===== config.mk =====
export PLATFORM = sky130hd
export DESIGN_NAME = pwm_duty_ramp
export DESIGN_NICKNAME = d
export VERILOG_FILES = /design/src/rtl/pwm_pkg.sv /design/src/rtl/pwm_tick_gen.sv /design/src/rtl/pwm_duty_ramp.sv
export SDC_FILE = /design/constraint.sdc
export NUM_CORES = 1
export LEC_CHECK = 0
export ABC_AREA = 1
export CORE_MARGIN = 10
export CORE_UTILIZATION = 53
export DETAILED_ROUTE_END_ITERATION = 8
export PLACE_DENSITY = 0.84
export SETUP_SLACK_MARGIN = 0.5
export SLEW_MARGIN = 20
export SYNTH_ARGS = -nofsm -noshare
export SYNTH_HDL_FRONTEND = slang
export SYNTH_SLANG_ARGS = --single-unit

===== constraint.sdc =====
create_clock -name I_clk -period 2.7 [get_ports I_clk]
set_input_delay 0.405 -clock I_clk [delete_from_list [all_inputs] [get_ports I_clk]]
set_output_delay 0.405 -clock I_clk [all_outputs]
set_load 0.01 [all_outputs]

===== src/rtl/pwm_pkg.sv =====
// -----------------------------------------------------------------------------
// pwm_pkg
// Shared definitions for the PWM duty-ramp block.
// - Duty width and the default duty clamp.
// - Ramp state encoding.
// - System clock rate, used to derive STEP_TICKS from a step period.
// - A helper that clamps a requested duty.
// -----------------------------------------------------------------------------
package pwm_pkg;

  localparam int DUTY_W   = 8;
  localparam int DUTY_MAX = 100;
  localparam int CLK_HZ   = 100_000_000;

  typedef enum logic [2:0] {
    ST_IDLE = 3'd0,
    ST_HOLD = 3'd1,
    ST_UP   = 3'd2,
    ST_DN   = 3'd3,
    ST_STOP = 3'd4
  } ramp_state_e;

  function automatic logic [DUTY_W-1:0] clamp_duty(input logic [DUTY_W-1:0] v,
                                                   input logic [DUTY_W-1:0] vmax);
    return (v > vmax) ? vmax : v;
  endfunction

endpackage


===== src/rtl/pwm_tick_gen.sv =====
// -----------------------------------------------------------------------------
// pwm_tick_gen
// STEP_TICKS prescaler: counts 0..STEP_TICKS-1 while enabled and emits a
// one-cycle terminal pulse on the last count.
// Ports:
//   I_clk   system clock
//   I_rst_n synchronous active-low reset
//   I_clr   synchronous clear (wins over counting, suppresses the pulse)
//   I_en    count enable; the counter is held at 0 while low
//   O_tick  one-cycle terminal-count pulse
// -----------------------------------------------------------------------------
module pwm_tick_gen #(
  parameter int unsigned STEP_TICKS = 1_000_000
) (
  input  logic I_clk,
  input  logic I_rst_n,
  input  logic I_clr,
  input  logic I_en,
  output logic O_tick
);

  localparam logic [31:0] TERM = 32'(STEP_TICKS - 1);

  logic [31:0] cnt_q;
  logic [31:0] cnt_d;

  // >= rather than == so a corrupted count can never run past the terminal value
  assign O_tick = I_en && !I_clr && (cnt_q >= TERM);

  always_comb begin
    cnt_d = cnt_q;
    if (I_clr || !I_en || O_tick) begin
      cnt_d = '0;
    end else begin
      cnt_d = cnt_q + 32'd1;
    end
  end

  always_ff @(posedge I_clk) begin
    if (!I_rst_n) begin
      cnt_q <= '0;
    end else begin
      cnt_q <= cnt_d;
    end
  end

endmodule


===== src/rtl/pwm_duty_ramp.sv =====
// -----------------------------------------------------------------------------
// pwm_duty_ramp
// Slew-limited duty generator for the PWM output stage. A target duty is
// accepted over valid/ready; the output duty then moves toward it by one
// percent every STEP_TICKS clocks.
// Optional feature macro: PWM_RAMP_SOFTSTOP_EN -- when defined, dropping I_en
// ramps the duty down to 0 (STOP state) instead of cutting it at once.
// Ports:
//   I_clk, I_rst_n       clock, synchronous active-low reset
//   I_en                 block enable
//   I_target_vld/I_target, O_target_rdy   target handshake (clamped to DUTY_MAX)
//   O_duty               current duty 0..DUTY_MAX
//   O_pwm_en             PWM stage enable
//   O_busy               high while ramping (UP/DN/STOP)
//   O_done               one-cycle pulse when the duty lands on the target
//   O_clamp              one-cycle pulse when an accepted target was clamped
// -----------------------------------------------------------------------------
module pwm_duty_ramp #(
  parameter int unsigned STEP_TICKS = 1_000_000,
  parameter int unsigned DUTY_MAX   = pwm_pkg::DUTY_MAX
) (
  input  logic       I_clk,
  input  logic       I_rst_n,
  input  logic       I_en,
  input  logic       I_target_vld,
  input  logic [7:0] I_target,
  output logic       O_target_rdy,
  output logic [7:0] O_duty,
  output logic       O_pwm_en,
  output logic       O_busy,
  output logic       O_done,
  output logic       O_clamp
);

  import pwm_pkg::*;

  localparam logic [DUTY_W-1:0] DMAX = DUTY_W'(DUTY_MAX);
  localparam logic [DUTY_W-1:0] ONE  = DUTY_W'(1);

  ramp_state_e       state_q, state_d;
  logic [DUTY_W-1:0] target_q, target_d;
  logic [DUTY_W-1:0] duty_q, duty_d;
  logic              pwm_en_q, pwm_en_d;
  logic              done_q, done_d;
  logic              clamp_q, clamp_d;

  logic              xfer;
  logic              tick;
  logic              tick_clr;
  logic              tick_en;
  logic [DUTY_W-1:0] new_target;

  assign O_target_rdy = I_en && (state_q != ST_STOP);
  assign xfer         = I_target_vld && O_target_rdy;
  assign new_target   = clamp_duty(I_target, DMAX);
  assign tick_en      = (state_q == ST_UP) || (state_q == ST_DN) || (state_q == ST_STOP);

  pwm_tick_gen #(
    .STEP_TICKS(STEP_TICKS)
  ) u_tick_gen (
    .I_clk  (I_clk),
    .I_rst_n(I_rst_n),
    .I_clr  (tick_clr),
    .I_en   (tick_en),
    .O_tick (tick)
  );

  always_comb begin
    state_d  = state_q;
    target_d = target_q;
    duty_d   = duty_q;
    pwm_en_d = pwm_en_q;
    done_d   = 1'b0;
    clamp_d  = 1'b0;
    tick_clr = 1'b0;

    if (!I_en) begin
`ifdef PWM_RAMP_SOFTSTOP_EN
      if (state_q == ST_STOP) begin
        if (tick) begin
          if (duty_q != '0) duty_d = duty_q - ONE;
          if (duty_d == '0) begin
            state_d  = ST_IDLE;
            pwm_en_d = 1'b0;
            target_d = '0;
            done_d   = 1'b1;
          end
        end
      end else if (state_q != ST_IDLE) begin
        if (duty_q != '0) begin
          // target is kept so a re-enable can resume toward it
          state_d  = ST_STOP;
          tick_clr = 1'b1;
        end else begin
          state_d  = ST_IDLE;
          pwm_en_d = 1'b0;
          target_d = '0;
        end
      end
`else
      state_d  = ST_IDLE;
      duty_d   = '0;
      pwm_en_d = 1'b0;
      target_d = '0;
`endif
    end else begin
      case (state_q)
        ST_IDLE: begin
          state_d  = ST_HOLD;
          pwm_en_d = 1'b1;
          target_d = '0;
          duty_d   = '0;
        end
`ifdef PWM_RAMP_SOFTSTOP_EN
        ST_STOP: begin
          tick_clr = 1'b1;
          if (target_q > duty_q)      state_d = ST_UP;
          else if (target_q < duty_q) state_d = ST_DN;
          else                        state_d = ST_HOLD;
        end
`endif
        ST_UP: begin
          if (tick) begin
            if (duty_q < target_q) duty_d = duty_q + ONE;
            if (duty_d >= target_q) begin
              state_d = ST_HOLD;
              done_d  = 1'b1;
            end
          end
        end
        ST_DN: begin
          if (tick) begin
            if (duty_q > target_q) duty_d = duty_q - ONE;
            if (duty_d <= target_q) begin
              state_d = ST_HOLD;
              done_d  = 1'b1;
            end
          end
        end
        default: ;
      endcase

      // A transfer overrides any step scheduled for this cycle; direction is
      // taken from the duty currently on the output so it never jumps.
      if (xfer) begin
        duty_d   = duty_q;
        done_d   = 1'b0;
        target_d = new_target;
        clamp_d  = (I_target > DMAX);
        tick_clr = 1'b1;
        if (new_target > duty_q) begin
          state_d = ST_UP;
        end else if (new_target < duty_q) begin
          state_d = ST_DN;
        end else begin
          state_d = ST_HOLD;
          done_d  = 1'b1;
        end
      end
    end
  end

  always_ff @(posedge I_clk) begin
    if (!I_rst_n) begin
      state_q  <= ST_IDLE;
      target_q <= '0;
      duty_q   <= '0;
      pwm_en_q <= 1'b0;
      done_q   <= 1'b0;
      clamp_q  <= 1'b0;
    end else begin
      state_q  <= state_d;
      target_q <= target_d;
      duty_q   <= duty_d;
      pwm_en_q <= pwm_en_d;
      done_q   <= done_d;
      clamp_q  <= clamp_d;
    end
  end

  assign O_duty   = duty_q;
  assign O_pwm_en = pwm_en_q;
  assign O_busy   = tick_en;
  assign O_done   = done_q;
  assign O_clamp  = clamp_q;

endmodule


==> After elaboration in Yosys (flattened, before gate mapping) <==
Cells that the tools add are included.
{ "classes": {"add_sub_neg": 3, "n_lt_le_gt_ge": 8, "eq_ne": 10, "mux": 32, "n_bitwise": 2, "reduce_logical": 19} }
{ "ops": {"columns": ["cell", "count"], "rows": [
  ["8-bit 2-to-1 mux", 13],
  ["32-bit by 1-bit adder with 32-bit output (second input constant)", 1],
  ["32-bit by 20-bit greater-or-equal comparator with 1-bit output (second input constant)", 1],
  ["8-bit one-hot mux with 3 select lines", 1],
  ["8-bit greater-than comparator", 2],
  ["8-bit less-than comparator", 2],
  ["3-bit 2-to-1 mux", 5],
  ["3-bit by 2-bit inequality test with 1-bit output (second input constant)", 4],
  ["1-bit 2-to-1 mux", 9],
  ["3-bit one-hot mux with 3 select lines", 1],
  ["8-bit by 1-bit adder with 8-bit output (second input constant)", 1],
  ["8-bit greater-or-equal comparator", 1],
  ["8-bit by 7-bit greater-than comparator with 1-bit output (second input constant)", 1],
  ["8-bit less-or-equal comparator", 1],
  ["8-bit by 1-bit subtractor with 8-bit output (second input constant)", 1],
  ["3-bit by 2-bit equality test with 1-bit output (second input constant)", 2],
  ["5-bit AND reduction", 1],
  ["1-bit logical AND", 4],
  ["1-bit logical OR", 4],
  ["2-bit 2-to-1 mux", 2],
  ["2-bit by 1-bit inequality test with 1-bit output (second input constant)", 2],
  ["4-bit AND reduction", 1],
  ["4-bit nonzero test", 1],
  ["3-bit equality test (second input constant)", 1],
  ["10 further kinds", 12]
]} }
{ "word_totals": {"reg_bits": 54, "inputBits": 12, "output_inout_bits": 13} }

==> Longest topological paths before layout <==
{ "depth": {"depth_word": 16, "depth_mapped": 21} }

==> Hierarchy <==
A second synthesis with hierarchy kept.
{ "hier_totals": {"hier_cells": 556, "area_unflattened_um2": 3807.4} }
{ "modules_own_cells": {"columns": ["module", "n_inst", "cells_per_inst", "area_per_inst_um2", "seq_area_each_um2"], "rows": [
  ["pwm_duty_ramp", 1, 381, 2387.3, 420.4],
  ["pwm_tick_gen", 1, 175, 1420.1, 640.6]
]} }

==> Least setup slack after synthesis <==
OpenSTA, ideal clock, no wires.
{ "synth_path": {"path_kind": "flip-flop to flip-flop", "startpoint": "register duty_q[0] (netlist: O_duty[0])", "endpoint": "register done_q (netlist: O_done)", "arrival_ns": 2.722, "path_slack_ns": -0.092, "path_stages_with_launch": 22, "path_buffers": 1, "cell_sequence": "dfxtp_1 inv_2 ha_1 inv_1 a21oi_1 o21ai_0 nand2_1 nand2_1 buf_2 nand3_1 nand2_1 inv_1 ha_1 nand2_1 nor3_1 nand3_1 nand2_1 inv_1 nand2_1 o21ai_0 or2_1 a21oi_1"} }
{ "synth_via": {"elab_chain_len": 10, "word_cells_on_any_way": 24} }
{ "synth_rtl": {"columns": ["element", "line", "text"], "rows": [
  ["from (decl)", "pwm_duty_ramp.sv:42", "logic [DUTY_W-1:0] duty_q, duty_d;"],
  ["from (signal assigned)", "pwm_duty_ramp.sv:174", "duty_q <= duty_d;"],
  ["8-bit by 1-bit subtractor with 8-bit output, or another cell as far along", "pwm_duty_ramp.sv:133", "if (duty_q > target_q) duty_d = duty_q - ONE;"],
  ["8-bit 2-to-1 mux (on tied branches)", "pwm_duty_ramp.sv:133, pwm_duty_ramp.sv:124", null],
  ["8-bit 2-to-1 mux (on tied branches)", "pwm_duty_ramp.sv:132, pwm_duty_ramp.sv:123", null],
  ["8-bit 2-to-1 mux", "pwm_duty_ramp.sv:107", "case (state_q)"],
  ["8-bit 2-to-1 mux", "pwm_duty_ramp.sv:77", "if (!I_en) begin"],
  ["8-bit less-or-equal comparator / 8-bit greater-or-equal comparator (equally long branches)", "pwm_duty_ramp.sv:134, pwm_duty_ramp.sv:125", null],
  ["1-bit 2-to-1 mux (on tied branches)", "pwm_duty_ramp.sv:134, pwm_duty_ramp.sv:125", null],
  ["1-bit 2-to-1 mux (on tied branches)", "pwm_duty_ramp.sv:132, pwm_duty_ramp.sv:123", null],
  ["1-bit one-hot mux with 2 select lines", "pwm_duty_ramp.sv:107", null],
  ["1-bit 2-to-1 mux *", "pwm_duty_ramp.sv:145", "if (xfer) begin"],
  ["to (signal assigned)", "pwm_duty_ramp.sv:176", "done_q <= done_d;"],
  ["to (decl)", "pwm_duty_ramp.sv:44", "logic done_q, done_d;"]
]} }
Every way passes the cells marked *; elsewhere a longest branch is shown, timed or not. The select of a mux whose other input is x is not followed.
A chain may end at the register's enable or synchronous reset.

==> Final worst setup path <==
{ "layout_path": {"startpoint": "register target_q[5]", "endpoint": "register done_q (netlist: O_done)"} }
{ "layout_via": {"elab_chain_len": 10, "word_cells_on_any_way": 18} }
{ "layout_rtl": {"columns": ["element", "line", "text"], "rows": [
  ["from (decl)", "pwm_duty_ramp.sv:41", "logic [DUTY_W-1:0] target_q, target_d;"],
  ["from (signal assigned)", "pwm_duty_ramp.sv:173", "target_q <= target_d;"],
  ["8-bit greater-than comparator / 8-bit less-than comparator (equally long branches)", "pwm_duty_ramp.sv:133, pwm_duty_ramp.sv:124", null],
  ["8-bit 2-to-1 mux (on tied branches)", "pwm_duty_ramp.sv:133, pwm_duty_ramp.sv:124", null],
  ["8-bit 2-to-1 mux (on tied branches)", "pwm_duty_ramp.sv:132, pwm_duty_ramp.sv:123", null],
  ["8-bit 2-to-1 mux", "pwm_duty_ramp.sv:107", null],
  ["8-bit 2-to-1 mux", "pwm_duty_ramp.sv:77", null],
  ["8-bit less-or-equal comparator / 8-bit greater-or-equal comparator (equally long branches)", "pwm_duty_ramp.sv:134, pwm_duty_ramp.sv:125", null],
  ["1-bit 2-to-1 mux (on tied branches)", "pwm_duty_ramp.sv:134, pwm_duty_ramp.sv:125", null],
  ["1-bit 2-to-1 mux (on tied branches)", "pwm_duty_ramp.sv:132, pwm_duty_ramp.sv:123", null],
  ["1-bit one-hot mux with 2 select lines *", "pwm_duty_ramp.sv:107", null],
  ["1-bit 2-to-1 mux *", "pwm_duty_ramp.sv:145", null]
]} }
Marks and branches as above.

==> out/summary.txt <==
Synth Area in XOR/XNOR: 0.0379
Top FF cell, synth: dfxtp_1
CTS Buf Count: 5
Worst Path Class, Setup: reg2reg
Register area share after synthesis: 0.306
Core ar.: 0.00635 mm^2
Post-synth cell types: 37
Worst setup EP type: register
Initial DRC Count: 417
Gr usage total: 0.189
Layout area overhead: 34.5%
Compound-gate portion of the synthesized area: 0.0827
Power share of the clock group: 0.204
Overflow after GRT: 0
H-tree levels: 2
Type of origin of the critical path: register
Avg Cell Area, Syn: 6.86 um^2
# nets final: 639
Root Buffer: clkbuf_8
WP data arrival: 3.14 ns
Worst vdd ir: 0.356 mV
Die height: 101 um
Total Neg Setup Slack: -0.407 ns
Vias: 3576
Max Transition Viols Final: 0
Final WS setup: -0.190 ns
Share of cells above drive strength 1: 0.250
Async set or reset register ratio after synthesis: 0
Final Hold Fails: 0
Failing checks: negative setup slack
Yosys reg bits: 53
Sw frac: 0.370
Setup Skew: 0.0160 ns
Synth Area in Adders: 0.141
CTS tree: built
Initial Util: 0.546
1st-pass router iterations: 6
Post-Synth Simple-Gate Area: 0.337
Initial antenna violation count: 0
CP Data Required Time: 2.95 ns
HPWL Detailed: 7010 um
Via density: 5.38
Synthesized area: 0.00347 mm^2
Fin crit period: 2.89 ns
Comb pwr share: 0.472
Drc violations: 0
Final core occ: 0.734
Power per cell area: 540 mW/mm^2
Number of global-route vias before repair: 3511
Sequential power share: 0.324
Cells after synthesis: 505
Max Fanout on Critical Path: 7
Largest net degree at the start of global routing: 19
Die area: 0.0102 mm^2
Global-route wire length before repair: 15700 um
WL/cell: 15.1 um
Hold Slack: 0.461 ns
Rows: 29
DRT Wirelength: 10100 um
Buffers on Ports: 24
Final period utilization: 1.07
Final setup viols: 3
Ports: 25
Die X: 101 um
RSZ-0062 raised after global routing: yes
Status: finished with violations
NetSw: 930 uW
Placer Congestion: 0.941
Post-synth EDFFs: 0
Internal power: 1590 uW
Clock sinks: 53
Mux cell area share after synthesis: 0
HP Class: reg2reg
Synth warn: 0
Reg clk slew, reported paths: 0.11 ns
F_max: 346 MHz
Final ANT Viol Nets: 0
Antenna cells: 0
Leakage power: 0.00214 uW
Clock tree buffer depth: 2
Max_cap viols: 0
Largest family of logic cells by synthesized area: simple AND/OR/NAND/NOR gates
Clk Latency, worst-skew pair: 0.32 ns
==> path summary, 6_finish.rpt <==
| kind | start | to | slack [ns] | depth (start not counted) |
|---|---|---|---|---|
| worst max-delay path | target_q[5] | O_done | -0.19 | 19 |
| worst min-delay path | u_tick_gen.cnt_q[0] | u_tick_gen.cnt_q[0] | 0.46 | 1 |
| worst max register to register | target_q[5] | O_done | -0.19 | 19 |
| worst min register to register | u_tick_gen.cnt_q[0] | u_tick_gen.cnt_q[0] | 0.46 | 1 |
==> area by class of cell <==
type                       instances  area (um^2)
inverter                          71          269
clock buffer                       6         93.8
clock inverter                     1         8.76
tap                               77         96.3
sequential                        53         1080
multi-input combinational        383         2460
timing repair buffer              74          659
fill                             448         1690
==> per-stage QoR <==
step	total power [uW]	setup slack (ns)	area [um^2]	instances
6_report	2510	-0.190	4660	665
5_1_grt	2650	-0.288	4660	665
4_1_cts	2280	-0.0609	4460	663
3_5_place_dp	1590	-0.364	4140	644
3_3_place_gp	1570	-0.288	4140	644
2_1_floorplan	1340	0.153	3600	517
==> power by group through the flow <==
stage | clock network, uW | logic (uW) | registers, uW
finish | 513 | 1190 | 814
global placement | 0 | 741 | 831
global route | 553 | 1280 | 816
CTS | 519 | 945 | 814
floorplan | 0 | 507 | 838
detailed placement | 0 | 761 | 832
==> cell usage after synthesis, types with 3 or more instances <==
library cell | number | area share
a21oi_1 | 21 | 0.030
buf_2 | 3 | 0.0043
clkbuf_1 | 4 | 0.0043
dfxtp_1 | 53 | 0.31
ha_1 | 39 | 0.14
inv_1 | 65 | 0.070
inv_2 | 6 | 0.0065
nand2_1 | 115 | 0.12
nand2_2 | 6 | 0.011
nand3_1 | 33 | 0.048
nand4_1 | 10 | 0.018
nor2_1 | 72 | 0.078
nor2_2 | 3 | 0.0054
nor3_1 | 11 | 0.016
nor3b_1 | 5 | 0.011
o21ai_0 | 16 | 0.023
o21ai_1 | 3 | 0.0043
o22ai_1 | 3 | 0.0054
o32ai_1 | 3 | 0.0076
xnor2_1 | 4 | 0.010
xor2_1 | 11 | 0.028
==> metal layers <==
layer  vias to the layer above  global-route usage  wire [um]  part of all wire
met1                      1602               0.212       3990              0.40
met3                        47              0.0377        797             0.079
met2                       155               0.335       4880              0.48
met5                         -                   0          0                 0
li1                       1772                   -          -                 -
met4                         0              0.0826        394             0.039
==> timing repair <==
action                                  CTS  global route
setup buffers                            12             2
endpoints found under the setup margin    8             9
pin swaps                                14            23
gates resized for setup                  34            45
hold buffers                              0             0
==> cells by family (layout without fill, tap and decap cells) <==
group | count (synthesis) | count (layout)
AOI/OAI and AO/OA | 51 | 51
xor gates and xnor gates | 15 | 15
adders and majority gates | 39 | 39
buffers and inverters | 81 | 152
DFF | 53 | 53
other | 1 | 13
and+or+nand+nor | 265 | 265
==> sequential cells by signal, indices dropped and copies added, names as in the netlist <==
name / flops
O_clamp: 1
O_done: 1
O_duty: 8
O_pwm_en: 1
state_q: 2
target_q: 8
u_tick_gen.cnt_q: 32
==> cell usage in the layout (no fill, tap or decap), types with 4 or more instances in the layout <==
cell type        netlist  layout
nand3_1               33      28
o21ai_0               16      11
a21oi_2                0       5
nand2_4                2       8
clkdlybuf4s50_1        0      23
ha_1                  39      27
dfxtp_1               53      46
nand2_1              115      94
dfxtp_2                0       4
nand3_2                0       5
xnor2_1                4       4
inv_2                  6      16
xor2_1                11      11
nor3_1                11       9
nand4_1               10      10
nand2_2                6      20
buf_6                  2      12
conb_1                 1      13
clkbuf_8               0       5
a21oi_1               21      15
nor2_2                 3       4
nor3b_1                5       5
o21ai_1                3       8
ha_4                   0      11
buf_4                  1      38
nor2_1                72      70
inv_1                 65      54
==> worst max-delay path: stages, from the launching register on <==
cell	delay, ns
dfxtp_2	0.33
inv_2	0.07
ha_4	0.20
a21oi_2	0.15
nor2_2	0.08
nor3_4	0.27
nand2_4	0.15
buf_6	0.17
nand3_1	0.13
nand2_2	0.06
inv_2	0.06
ha_4	0.21
a21oi_4	0.17
nor2_1	0.06
nor3_1	0.12
nand2_1	0.10
nand2_1	0.08
o21ai_1	0.05
or2_1	0.22
a21oi_2	0.11
(Power assumes the default switching activity.)
